--- src/rtl/muldiv_sequencer_pkg.sv ---
// Shared definitions for the M-extension multiply/divide sequencer:
// op codes, FSM state encoding and multiplier signedness encodings.
package muldiv_sequencer_pkg;

    localparam int unsigned DATA_W = 64;
    localparam logic [DATA_W-1:0] XLEN_ONES = {DATA_W{1'b1}};

    localparam logic [3:0] OP_MUL    = 4'b1001;
    localparam logic [3:0] OP_MULH   = 4'b0001;
    localparam logic [3:0] OP_MULHSU = 4'b0010;
    localparam logic [3:0] OP_MULHU  = 4'b0011;
    localparam logic [3:0] OP_MULW   = 4'b1000;
    localparam logic [3:0] OP_DIV    = 4'b0100;
    localparam logic [3:0] OP_DIVU   = 4'b0101;
    localparam logic [3:0] OP_REM    = 4'b0110;
    localparam logic [3:0] OP_REMU   = 4'b0111;
    localparam logic [3:0] OP_DIVW   = 4'b1100;
    localparam logic [3:0] OP_DIVUW  = 4'b1101;
    localparam logic [3:0] OP_REMW   = 4'b1110;
    localparam logic [3:0] OP_REMUW  = 4'b1111;

    localparam logic [1:0] MUL_SS = 2'b11;
    localparam logic [1:0] MUL_SU = 2'b10;
    localparam logic [1:0] MUL_UU = 2'b00;

    typedef enum logic [2:0] {
        StIdle,
        StIssue,
        StWait,
        StResp,
        StDrain
    } state_e;

    function automatic logic is_mul_op(input logic [3:0] op);
        return (op == OP_MUL) || (op == OP_MULH) || (op == OP_MULHSU) ||
               (op == OP_MULHU) || (op == OP_MULW);
    endfunction

    // Every 01xx and 11xx code is a divide/remainder.
    function automatic logic is_div_op(input logic [3:0] op);
        return op[2];
    endfunction

endpackage

--- src/rtl/muldiv_reuse_cache.sv ---
// Single-entry divide result cache: remembers the operands and mode of the last
// completed divide together with both its quotient and remainder.
module muldiv_reuse_cache
    import muldiv_sequencer_pkg::*;
#(
    parameter int unsigned XLEN = DATA_W
) (
    input  logic            clock,
    input  logic            reset,
    input  logic            store,
    input  logic [XLEN-1:0] store_src1,
    input  logic [XLEN-1:0] store_src2,
    input  logic            store_w,
    input  logic            store_signed,
    input  logic [XLEN-1:0] store_quot,
    input  logic [XLEN-1:0] store_rem,
    input  logic [XLEN-1:0] look_src1,
    input  logic [XLEN-1:0] look_src2,
    input  logic            look_w,
    input  logic            look_signed,
    output logic            hit,
    output logic [XLEN-1:0] hit_quot,
    output logic [XLEN-1:0] hit_rem
);

    logic            valid_q;
    logic [XLEN-1:0] src1_q, src2_q, quot_q, rem_q;
    logic            w_q, signed_q;

    always_ff @(posedge clock) begin
        if (reset) begin
            valid_q  <= 1'b0;
            src1_q   <= '0;
            src2_q   <= '0;
            w_q      <= 1'b0;
            signed_q <= 1'b0;
            quot_q   <= '0;
            rem_q    <= '0;
        end else if (store) begin
            valid_q  <= 1'b1;
            src1_q   <= store_src1;
            src2_q   <= store_src2;
            w_q      <= store_w;
            signed_q <= store_signed;
            quot_q   <= store_quot;
            rem_q    <= store_rem;
        end
    end

    assign hit = valid_q && (src1_q == look_src1) && (src2_q == look_src2) &&
                 (w_q == look_w) && (signed_q == look_signed);
    assign hit_quot = quot_q;
    assign hit_rem  = rem_q;

endmodule

--- src/rtl/muldiv_sequencer.sv ---
// Sequencer for the shared iterative multiplier/divider in EXE. Optional divide
// result reuse is enabled with the MULDIV_DIVREM_REUSE_EN macro.
module muldiv_sequencer
    import muldiv_sequencer_pkg::*;
#(
    parameter int unsigned XLEN = DATA_W,
    parameter int unsigned OP_W = 4
) (
    input  logic            clock,
    input  logic            reset,
    input  logic            req_valid,
    output logic            req_ready,
    input  logic [OP_W-1:0] req_op,
    input  logic [XLEN-1:0] req_src1,
    input  logic [XLEN-1:0] req_src2,
    input  logic            flush,
    output logic            resp_valid,
    input  logic            resp_ready,
    output logic [XLEN-1:0] resp_data,
    output logic            busy,
    output logic            mul_valid,
    input  logic            mul_ready,
    output logic            mulw,
    output logic [1:0]      mul_signed,
    input  logic            mul_out_valid,
    input  logic [XLEN-1:0] mul_result_hi,
    input  logic [XLEN-1:0] mul_result_lo,
    output logic            div_valid,
    input  logic            div_ready,
    output logic            divw,
    output logic            div_signed,
    input  logic            div_out_valid,
    input  logic [XLEN-1:0] div_quotient,
    input  logic [XLEN-1:0] div_remainder,
    output logic [XLEN-1:0] unit_src1,
    output logic [XLEN-1:0] unit_src2
);

    function automatic logic [XLEN-1:0] sext_w(input logic [XLEN-1:0] v);
        return {{(XLEN-32){v[31]}}, v[31:0]};
    endfunction

    state_e          state_q, state_d;
    logic [OP_W-1:0] op_q;
    logic [XLEN-1:0] src1_q, src2_q, result_q;

    logic            accept, capture, req_w, req_zero;
    logic            cur_is_mul, cur_is_div, unit_ready, unit_out_valid;
    logic [XLEN-1:0] zero_result, unit_result, div_pick;
    logic            cache_hit;
    logic [XLEN-1:0] cache_result;

    assign accept      = (state_q == StIdle) && req_valid && !flush;
    assign req_w       = req_op[3];
    assign req_zero    = req_w ? (req_src2[31:0] == 32'd0) : (req_src2 == '0);
    assign zero_result = req_op[1] ? (req_w ? sext_w(req_src1) : req_src1)
                                   : XLEN_ONES[XLEN-1:0];

    assign cur_is_mul     = is_mul_op(op_q);
    assign cur_is_div     = is_div_op(op_q);
    assign unit_ready     = cur_is_mul ? mul_ready : div_ready;
    assign unit_out_valid = cur_is_mul ? mul_out_valid : div_out_valid;
    assign capture        = (state_q == StWait) && !flush && unit_out_valid;

    assign div_pick = op_q[1] ? div_remainder : div_quotient;

    always_comb begin
        unit_result = '0;
        if (cur_is_mul) begin
            if (op_q == OP_MUL)       unit_result = mul_result_lo;
            else if (op_q == OP_MULW) unit_result = sext_w(mul_result_lo);
            else                      unit_result = mul_result_hi;
        end else begin
            unit_result = op_q[3] ? sext_w(div_pick) : div_pick;
        end
    end

`ifdef MULDIV_DIVREM_REUSE_EN
    logic [XLEN-1:0] hit_quot, hit_rem, hit_pick;

    muldiv_reuse_cache #(
        .XLEN(XLEN)
    ) u_reuse_cache (
        .clock       (clock),
        .reset       (reset),
        .store       (capture && cur_is_div),
        .store_src1  (src1_q),
        .store_src2  (src2_q),
        .store_w     (op_q[3]),
        .store_signed(!op_q[0]),
        .store_quot  (div_quotient),
        .store_rem   (div_remainder),
        .look_src1   (req_src1),
        .look_src2   (req_src2),
        .look_w      (req_w),
        .look_signed (!req_op[0]),
        .hit         (cache_hit),
        .hit_quot    (hit_quot),
        .hit_rem     (hit_rem)
    );

    assign hit_pick     = req_op[1] ? hit_rem : hit_quot;
    assign cache_result = req_w ? sext_w(hit_pick) : hit_pick;
`else
    assign cache_hit    = 1'b0;
    assign cache_result = '0;
`endif

    always_ff @(posedge clock) begin
        if (reset) state_q <= StIdle;
        else       state_q <= state_d;
    end

    always_comb begin
        state_d = state_q;
        unique case (state_q)
            StIdle: begin
                if (accept) begin
                    if (is_mul_op(req_op)) begin
                        state_d = StIssue;
                    end else if (is_div_op(req_op) && !req_zero && !cache_hit) begin
                        state_d = StIssue;
                    end else begin
                        state_d = StResp;
                    end
                end
            end
            StIssue: begin
                if (flush)           state_d = StIdle;
                else if (unit_ready) state_d = StWait;
            end
            StWait: begin
                // A result arriving alongside the flush is already drained.
                if (flush)               state_d = unit_out_valid ? StIdle : StDrain;
                else if (unit_out_valid) state_d = StResp;
            end
            StResp: begin
                if (flush || resp_ready) state_d = StIdle;
            end
            StDrain: begin
                if (unit_out_valid) state_d = StIdle;
            end
            default: state_d = StIdle;
        endcase
    end

    always_comb begin
        req_ready  = (state_q == StIdle);
        busy       = (state_q != StIdle);
        resp_valid = (state_q == StResp);
        mul_valid  = (state_q == StIssue) && !flush && unit_ready && cur_is_mul;
        div_valid  = (state_q == StIssue) && !flush && unit_ready && cur_is_div;
        mulw       = cur_is_mul && (op_q == OP_MULW);
        mul_signed = MUL_UU;
        if (cur_is_mul) begin
            if (op_q == OP_MULHSU)     mul_signed = MUL_SU;
            else if (op_q == OP_MULHU) mul_signed = MUL_UU;
            else                       mul_signed = MUL_SS;
        end
        divw       = cur_is_div && op_q[3];
        div_signed = cur_is_div && !op_q[0];
    end

    always_ff @(posedge clock) begin
        if (reset) begin
            op_q     <= '0;
            src1_q   <= '0;
            src2_q   <= '0;
            result_q <= '0;
        end else if (accept) begin
            op_q   <= req_op;
            src1_q <= req_src1;
            src2_q <= req_src2;
            if (is_div_op(req_op) && req_zero)      result_q <= zero_result;
            else if (is_div_op(req_op) && cache_hit) result_q <= cache_result;
            else                                     result_q <= '0;
        end else if (capture) begin
            result_q <= unit_result;
        end
    end

    assign resp_data = result_q;
    assign unit_src1 = src1_q;
    assign unit_src2 = src2_q;

endmodule

--- config.mk ---
export PLATFORM = sky130hd
export DESIGN_NAME = muldiv_sequencer
export DESIGN_NICKNAME = d
export VERILOG_FILES = /design/src/rtl/muldiv_sequencer_pkg.sv /design/src/rtl/muldiv_reuse_cache.sv /design/src/rtl/muldiv_sequencer.sv
export SDC_FILE = /design/constraint.sdc
export NUM_CORES = 1
export LEC_CHECK = 0
export CAP_MARGIN = 5
export CORE_AREA = 2 2 235 237
export CTS_BUF_LIST = sky130_fd_sc_hd__clkbuf_2 sky130_fd_sc_hd__clkbuf_4 sky130_fd_sc_hd__clkbuf_8
export DETAILED_ROUTE_END_ITERATION = 8
export DIE_AREA = 0 0 237 239
export PLACE_DENSITY = 0.61
export SYNTH_ARGS = -nofsm -noshare
export SYNTH_HDL_FRONTEND = slang
export SYNTH_SLANG_ARGS = --single-unit
export TNS_END_PERCENT = 5
--- constraint.sdc ---
create_clock -name clock -period 1.83 [get_ports clock]
set_input_delay 0.366 -clock clock [delete_from_list [all_inputs] [get_ports clock]]
set_output_delay 0.366 -clock clock [all_outputs]
set_load 0.01 [all_outputs]
==> results.sh, run 1 <==
export IMPL_period_needed_ns=2.12
export IMPL_ir_worst_vdd_v=0.000394
export IMPL_rsz0062_at_grt="yes"
export IMPL_drc_errors=0
export IMPL_routabilityCongestion=0.866
export IMPL_synth_top_area_share=0.364
export IMPL_hold_violations=0
export IMPL_start_util=0.202
export IMPL_worstMarginPinSlew_ns=0.509
export IMPL_drt_iter0_markers=732
export IMPL_grt_pass1_wl_um=84000
export IMPL_crit_family="simple AND/OR/NAND/NOR gates"
export IMPL_slew_violations=0
export IMPL_cp_endpoint="mul_valid"
export IMPL_max_stage_delay_ns=0.39
export IMPL_power_internal_mw=8.54
export IMPL_synth_fp_nets=1798
export IMPL_arrival_ns=1.76
export IMPL_dp_cells=2667
export IMPL_cts_root_buf="clkbuf_8"
export IMPL_hold_path_class="primary input to flip-flop"
export IMPL_grt_max_degree=59
export IMPL_path_cells="or3_4 -> and2_4 -> and3_4 -> buf_6"
export IMPL_pwr_share_clk=0.243
export IMPL_crit_fanout=4
export IMPL_first_global_vias=13500
export IMPL_r2r_slack_ns=-0.21
export IMPL_synth_seq_area_share=0.364
export IMPL_reg2reg_depth=9
export IMPL_maxCapViolCount=0
export IMPL_die_h_um=239
export IMPL_synth_most_common_cell="nand2_1"
export IMPL_synth_edf_count=0
export IMPL_crit_slowest_cell="or3_4"
export IMPL_ios=599
export IMPL_ys_seq_elements=199
export IMPL_skew_ns=0.0231
export IMPL_max_slew_margin=0.660
export IMPL_wire_per_inst_um=22.0
export IMPL_netSwitchingFraction=0.351
export IMPL_clock_sinks=199
export IMPL_setup_violations_final=122
export IMPL_avgSynthCellArea_um2=7.82
export IMPL_fin_crit_sh=1.16
export IMPL_tritoncts="built"
export IMPL_antenna_found_initial=4
export IMPL_critical_path_depth=4
export IMPL_worstReg2RegEnd="resp_data[50]"
export IMPL_crit_buf_inv=1
export IMPL_ant_nets=0
export IMPL_clkLatencyLatePin_ns=0.57
export IMPL_yosys_warnings=0
export IMPL_coreArea_um2=54300
export IMPL_timing_final_ws_setup_ns=-0.294
export IMPL_worstSetupEndpointType="output port"
export IMPL_holdWs_ns=0.164
export IMPL_wirelength_um=60200
export IMPL_num_rows=86
export IMPL_fin_nets=2412
export IMPL_ys_types=49
export IMPL_synth_area_leader_cell="dfxtp_1"
export IMPL_combPwrFrac=0.388
export IMPL_final_cell_count_no_fill=2733
export IMPL_p_leak_nw=7.82
export IMPL_htree_levels=4
export IMPL_clk_pin_slew_ns=0.12
export IMPL_grt_ovfl_total=0
export IMPL_netlist_area_um2=11000
export IMPL_status="finished, violations left"
export IMPL_drtPass1Iterations=5
export IMPL_die_area_um2=56600
export IMPL_vias_per_cell=4.92
export IMPL_seqPwrFrac=0.369
export IMPL_worstReg2RegStart="op_q[1]"
export IMPL_max_freq_mhz=471
export IMPL_port_buffers=598
export IMPL_die_w_um=237
export IMPL_required_ns=1.46
export IMPL_synthTopCellsByCount="303 x nand2_1, 233 x a21oi_1, 199 x dfxtp_1"
export IMPL_crit_type="flip-flop to output port"
export IMPL_grt_total_usage=0.197
export IMPL_synthArstFlopShare=0
export IMPL_crit_path_start_kind="flip-flop"
export IMPL_syn_inst=1401
export IMPL_violations="negative setup slack"
export IMPL_power_density_nw_per_um2=662
export IMPL_crit_start="op_q[1]"
export IMPL_drive_gt1_frac=0.185
export IMPL_cts_buffer_depth=2
export IMPL_switching_power_mw=4.62
export IMPL_cts_made_buffers=17
export IMPL_post_dp_hpwl_um=42800
export IMPL_vias=13500
export IMPL_netlist_top_cells_area="dfxtp_1 36%, a21oi_1 11%, nand2_1 10%"
export IMPL_area_growth_syn_to_layout_pct=81.5
export IMPL_synth_flop_cell="dfxtp_1"
[flip-flops by register name, summed over array words and instances (netlist names)]
register / count
op_q: 4
unit_src2: 64
unit_src1: 64
resp_data: 64
state_q: 3
[cell type report]
cell class	instances	area, µm²
Antenna cell	1	2.50
Clock inverter	12	158
Clock buffer	20	269
Fill cell	5502	34500
Timing Repair Buffer	755	7750
Sequential cell	199	4010
Inverter	36	135
Multi-Input combinational cell	1006	6690
Tap cell	704	881
[per-stage QoR]
stage               utilization  setup slack [ns]  total power [mW]  setup TNS [ns]  instance area [µm²]
floorplan                     -            0.0567              6.94               0                11000
global placement          0.341            -0.942              9.65          -97.86                18500
detailed placement        0.341            -0.943              9.71         -103.13                18500
CTS                       0.357            -0.380              13.1          -14.57                19400
global route              0.366            -0.390              13.8          -24.97                19900
finish                    0.366            -0.294              13.2          -14.11                19900
[cell families (layout without fill, tap and decap cells)]
kind of cell           count (synthesis)  after routing  synth area share
flip-flops                           199            199             0.364
other                                  0              1                 0
AO/OA/AOI/OAI                        507            507             0.324
buffers and inverters                197            823            0.0796
multiplexers                          66             66            0.0604
AND/OR/NAND/NOR                      432            433             0.172
[layout by cell type, fill, tap and decap left out, types with 7 or more instances in the layout]
cell	n
clkdlybuf4s50_1	394
nand2_1	302
a21oi_1	206
dlygate4sd2_1	192
dfxtp_1	189
buf_4	92
mux2i_1	64
a311oi_2	56
o21ai_0	47
nand4_1	36
inv_1	34
a221o_1	31
o2111ai_1	31
o22ai_1	30
buf_12	30
a21oi_2	28
o211ai_2	26
nand3_1	23
o21ai_1	22
clkbuf_8	20
buf_6	19
nor4_1	12
nand3_2	10
buf_16	9
clkbuf_16	8
a311oi_1	7
[repair_timing]
item | CTS | global route
hold buffers | 0 | 0
resized for setup | 340 | 56
cloned | 6 | 10
pin swaps | 15 | 15
endpoints found under the setup margin | 270 | 165
setup buffers | 16 | 3
[routing by layer]
layer	global-route usage	vias up	part of all wire	wire length [µm]
li1	-	6355	-	-
met1	0.235	6448	0.41	25000
met2	0.333	545	0.48	29100
met3	0.0564	99	0.069	4130
met4	0.0796	6	0.034	2030
met5	0	-	0.00068	41
[worst reg2reg max path: stages (launching register included)]
cell	delay, ns
dfxtp_4	0.38
buf_4	0.13
or3b_4	0.42
buf_12	0.18
buf_6	0.13
clkbuf_16	0.16
nand2_1	0.10
o211ai_2	0.14
nand3_2	0.17
a311oi_2	0.10
[worst min path at each step]
stage                     slack (ns)          start       endpoint  depth (start not counted)
final                           0.16      req_op[3]        op_q[3]                          3
after global routing            0.11      req_op[3]        op_q[3]                          3
after CTS                       0.08      req_op[3]        op_q[3]                          3
after detailed placement        0.45  unit_src2[13]  unit_src2[13]                          2
after global placement          0.44  unit_src2[41]  unit_src2[41]                          2
after floorplan                 0.48   unit_src1[0]   unit_src1[0]                          2
[power groups by stage]
stage | sequential, mW | combinational [mW] | clock, mW
finish | 4.86 | 5.10 | 3.20
global placement | 4.96 | 4.70 | 0
detailed placement | 4.97 | 4.74 | 0
global route | 4.90 | 5.40 | 3.52
floorplan | 5.09 | 1.85 | 0
CTS | 4.86 | 4.90 | 3.38
No activity file was read; power rests on OpenSTA's default activity.
==> run 2: changes to the inputs <==
- CAP_MARGIN: 5 -> 20
==> results of run 2 <==
Final layout, timing and power as in run 1 (identical DEF).
==> run 3: changes to the inputs <==
- PLACE_DENSITY: 0.61 -> 0.59
- clock period: 1.83 -> 2.7 ns (I/O delays scaled with it)
==> run 3 against run 2 <==
  * The flow now finishes without violations
  * Combinational power is 39% lower
  * Highest routed layer unchanged
  * Count of clock-buffer cells in the layout is 2 lower
  * Flip-flop and latch count stayed put
  * Largest power group is now sequential cells
  * Critical path depth stayed put
  * Critical path type unchanged
  * Clock skew is 0.0043 ns higher
  * Hold slack better by 0.29 ns
  * Final cell count is 3.3% lower
  * Clock power is 37% lower
  * Routed wire length is 6.2% lower
==> results.sh, run 3 (synthesized netlist as in run 1, its figures left out) <==
export IMPL_clkLatencyLatePin_ns=0.58
export IMPL_seqPwrFrac=0.393
export IMPL_hold_path_class="primary input to flip-flop"
export IMPL_vias_per_cell=4.94
export IMPL_crit_fanout=6
export IMPL_antenna_found_initial=3
export IMPL_num_rows=86
export IMPL_htree_levels=4
export IMPL_min_to="unit_src2[47]"
export IMPL_required_ns=2.16
export IMPL_coreArea_um2=54300
export IMPL_cts_buffer_depth=2
export IMPL_crit_path_start_kind="flip-flop"
export IMPL_max_slew_margin=0.331
export IMPL_worstMarginPinSlew_ns=1.00
export IMPL_setup_violations_final=0
export IMPL_mostFrequentLayoutCells="589 x clkdlybuf4s50_1, 303 x nand2_1, 232 x a21oi_1, 194 x dfxtp_1, 65 x mux2i_1"
export IMPL_worstReg2RegStart="op_q[3]"
export IMPL_met2_usage=0.335
export IMPL_power_internal_mw=5.48
export IMPL_holdWs_ns=0.457
export IMPL_post_dp_hpwl_um=41900
export IMPL_dp_cells=2603
export IMPL_status="finished clean"
export IMPL_final_common_cell="clkdlybuf4s50_1"
export IMPL_pwr_share_clk=0.241
export IMPL_arrival_ns=2.03
export IMPL_worstSetupEndpointType="output port"
export IMPL_tns_ns=0
export IMPL_p_leak_nw=6.31
export IMPL_die_area_um2=56600
export IMPL_grt_max_degree=64
export IMPL_ant_nets=0
export IMPL_vias=13100
export IMPL_routabilityCongestion=0.844
export IMPL_maxCapViolCount=0
export IMPL_wire_per_inst_um=21.4
export IMPL_die_h_um=239
export IMPL_cts_made_buffers=17
export IMPL_clock_sinks=199
export IMPL_netSwitchingFraction=0.349
export IMPL_drc_errors=0
export IMPL_switching_power_mw=2.93
export IMPL_r2r_slack_ns=0.52
export IMPL_worstReg2RegEnd="resp_data[28]"
export IMPL_reg2reg_depth=7
export IMPL_area_growth_syn_to_layout_pct=68.3
export IMPL_final_cell_count_no_fill=2643
export IMPL_met1_usage=0.226
export IMPL_power_density_nw_per_um2=456
export IMPL_clk_pin_slew_ns=0.11
export IMPL_grt_total_usage=0.192
export IMPL_max_freq_mhz=390
export IMPL_tritoncts="built"
export IMPL_die_w_um=237
export IMPL_skew_ns=0.0274
export IMPL_holdBufCountCts=0
export IMPL_rsz0062_at_grt="no"
export IMPL_start_util=0.202
export IMPL_grt_ovfl_total=0
export IMPL_min_path_cells=2
export IMPL_crit_type="flip-flop to output port"
export IMPL_n_fill_cell=5601
export IMPL_first_global_vias=13000
export IMPL_drtPass1Iterations=6
export IMPL_period_needed_ns=2.57
export IMPL_hold_violations=0
export IMPL_wirelength_um=56500
export IMPL_cts_root_buf="clkbuf_8"
export IMPL_ios=599
export IMPL_grt_util_met3=0.0502
export IMPL_drt_iter0_markers=725
export IMPL_fin_crit_sh=0.951
export IMPL_grt_busiest_layer="met2"
export IMPL_fin_nets=2321
export IMPL_grt_pass1_wl_um=81800
export IMPL_drive_gt1_frac=0.0971
export IMPL_hp_start="reset"
export IMPL_placed_area_um2=18000
export IMPL_slew_violations=0
export IMPL_ir_worst_vdd_v=0.000323
export IMPL_combPwrFrac=0.367
export IMPL_design_area_um2=18400
export IMPL_port_buffers=598
[run 3: metal layers]
layer,share of wire,vias up
met3,0.073,85
met5,0.00048,-
met1,0.41,6248
met4,0.026,4
met2,0.49,566
li1,-,6158
[run 3: worst max-delay path, stage by stage, from the launching register on]
cell and delay, ns:
dfxtp_4 0.40, or3_4 0.43, and2_2 0.20, and3_1 0.16, dlygate4sd2_1 0.28
[run 3: how the worst max path moves through the flow]
stage	startpoint	end	depth (start not counted)
after floorplan	op_q[3]	mul_valid	5
after global placement	req_src2[2]	resp_data[34]	7
after detailed placement	req_src2[3]	resp_data[26]	7
after CTS	state_q[1]	req_ready	4
final	op_q[3]	mul_valid	4
after global routing	op_q[0]	div_signed	4
[run 3: metrics by stage]
stage	setup WS, ns	util	total power, mW
detailed placement	-0.340	0.331	6.46
global route	0.0150	0.339	8.86
CTS	0.0143	0.339	8.55
global placement	-0.280	0.331	6.43
finish	0.133	0.339	8.42
floorplan	0.753	-	4.70
[run 3: repair_timing]
item,CTS,global route
buffers inserted,6,0
resized for setup,15,3
endpoints found under the setup margin,7,3
pin swaps,1,0
[run 3: cell type report]
| cell class | instances | area (µm²) | share of cell area |
|---|---|---|---|
| multi-input combinational | 1005 | 6210 | 0.337 |
| inverter | 36 | 135 | 0.00733 |
| sequential | 199 | 4000 | 0.217 |
| tap | 704 | 881 | 0.0478 |
| antenna | 2 | 5.00 | 0.000271 |
| clock buffer | 18 | 248 | 0.0134 |
| clock inverter | 14 | 143 | 0.00773 |
| timing repair buffer | 665 | 6820 | 0.370 |
[run 3: power by group through the flow]
stage	Combinational (mW)	Clock, mW	Sequential (mW)
2_1_floorplan	1.25	0	3.45
3_3_place_gp	3.06	0	3.37
3_5_place_dp	3.08	0	3.38
4_1_cts	3.11	2.13	3.31
5_1_grt	3.31	2.22	3.33
6_report	3.09	2.03	3.30
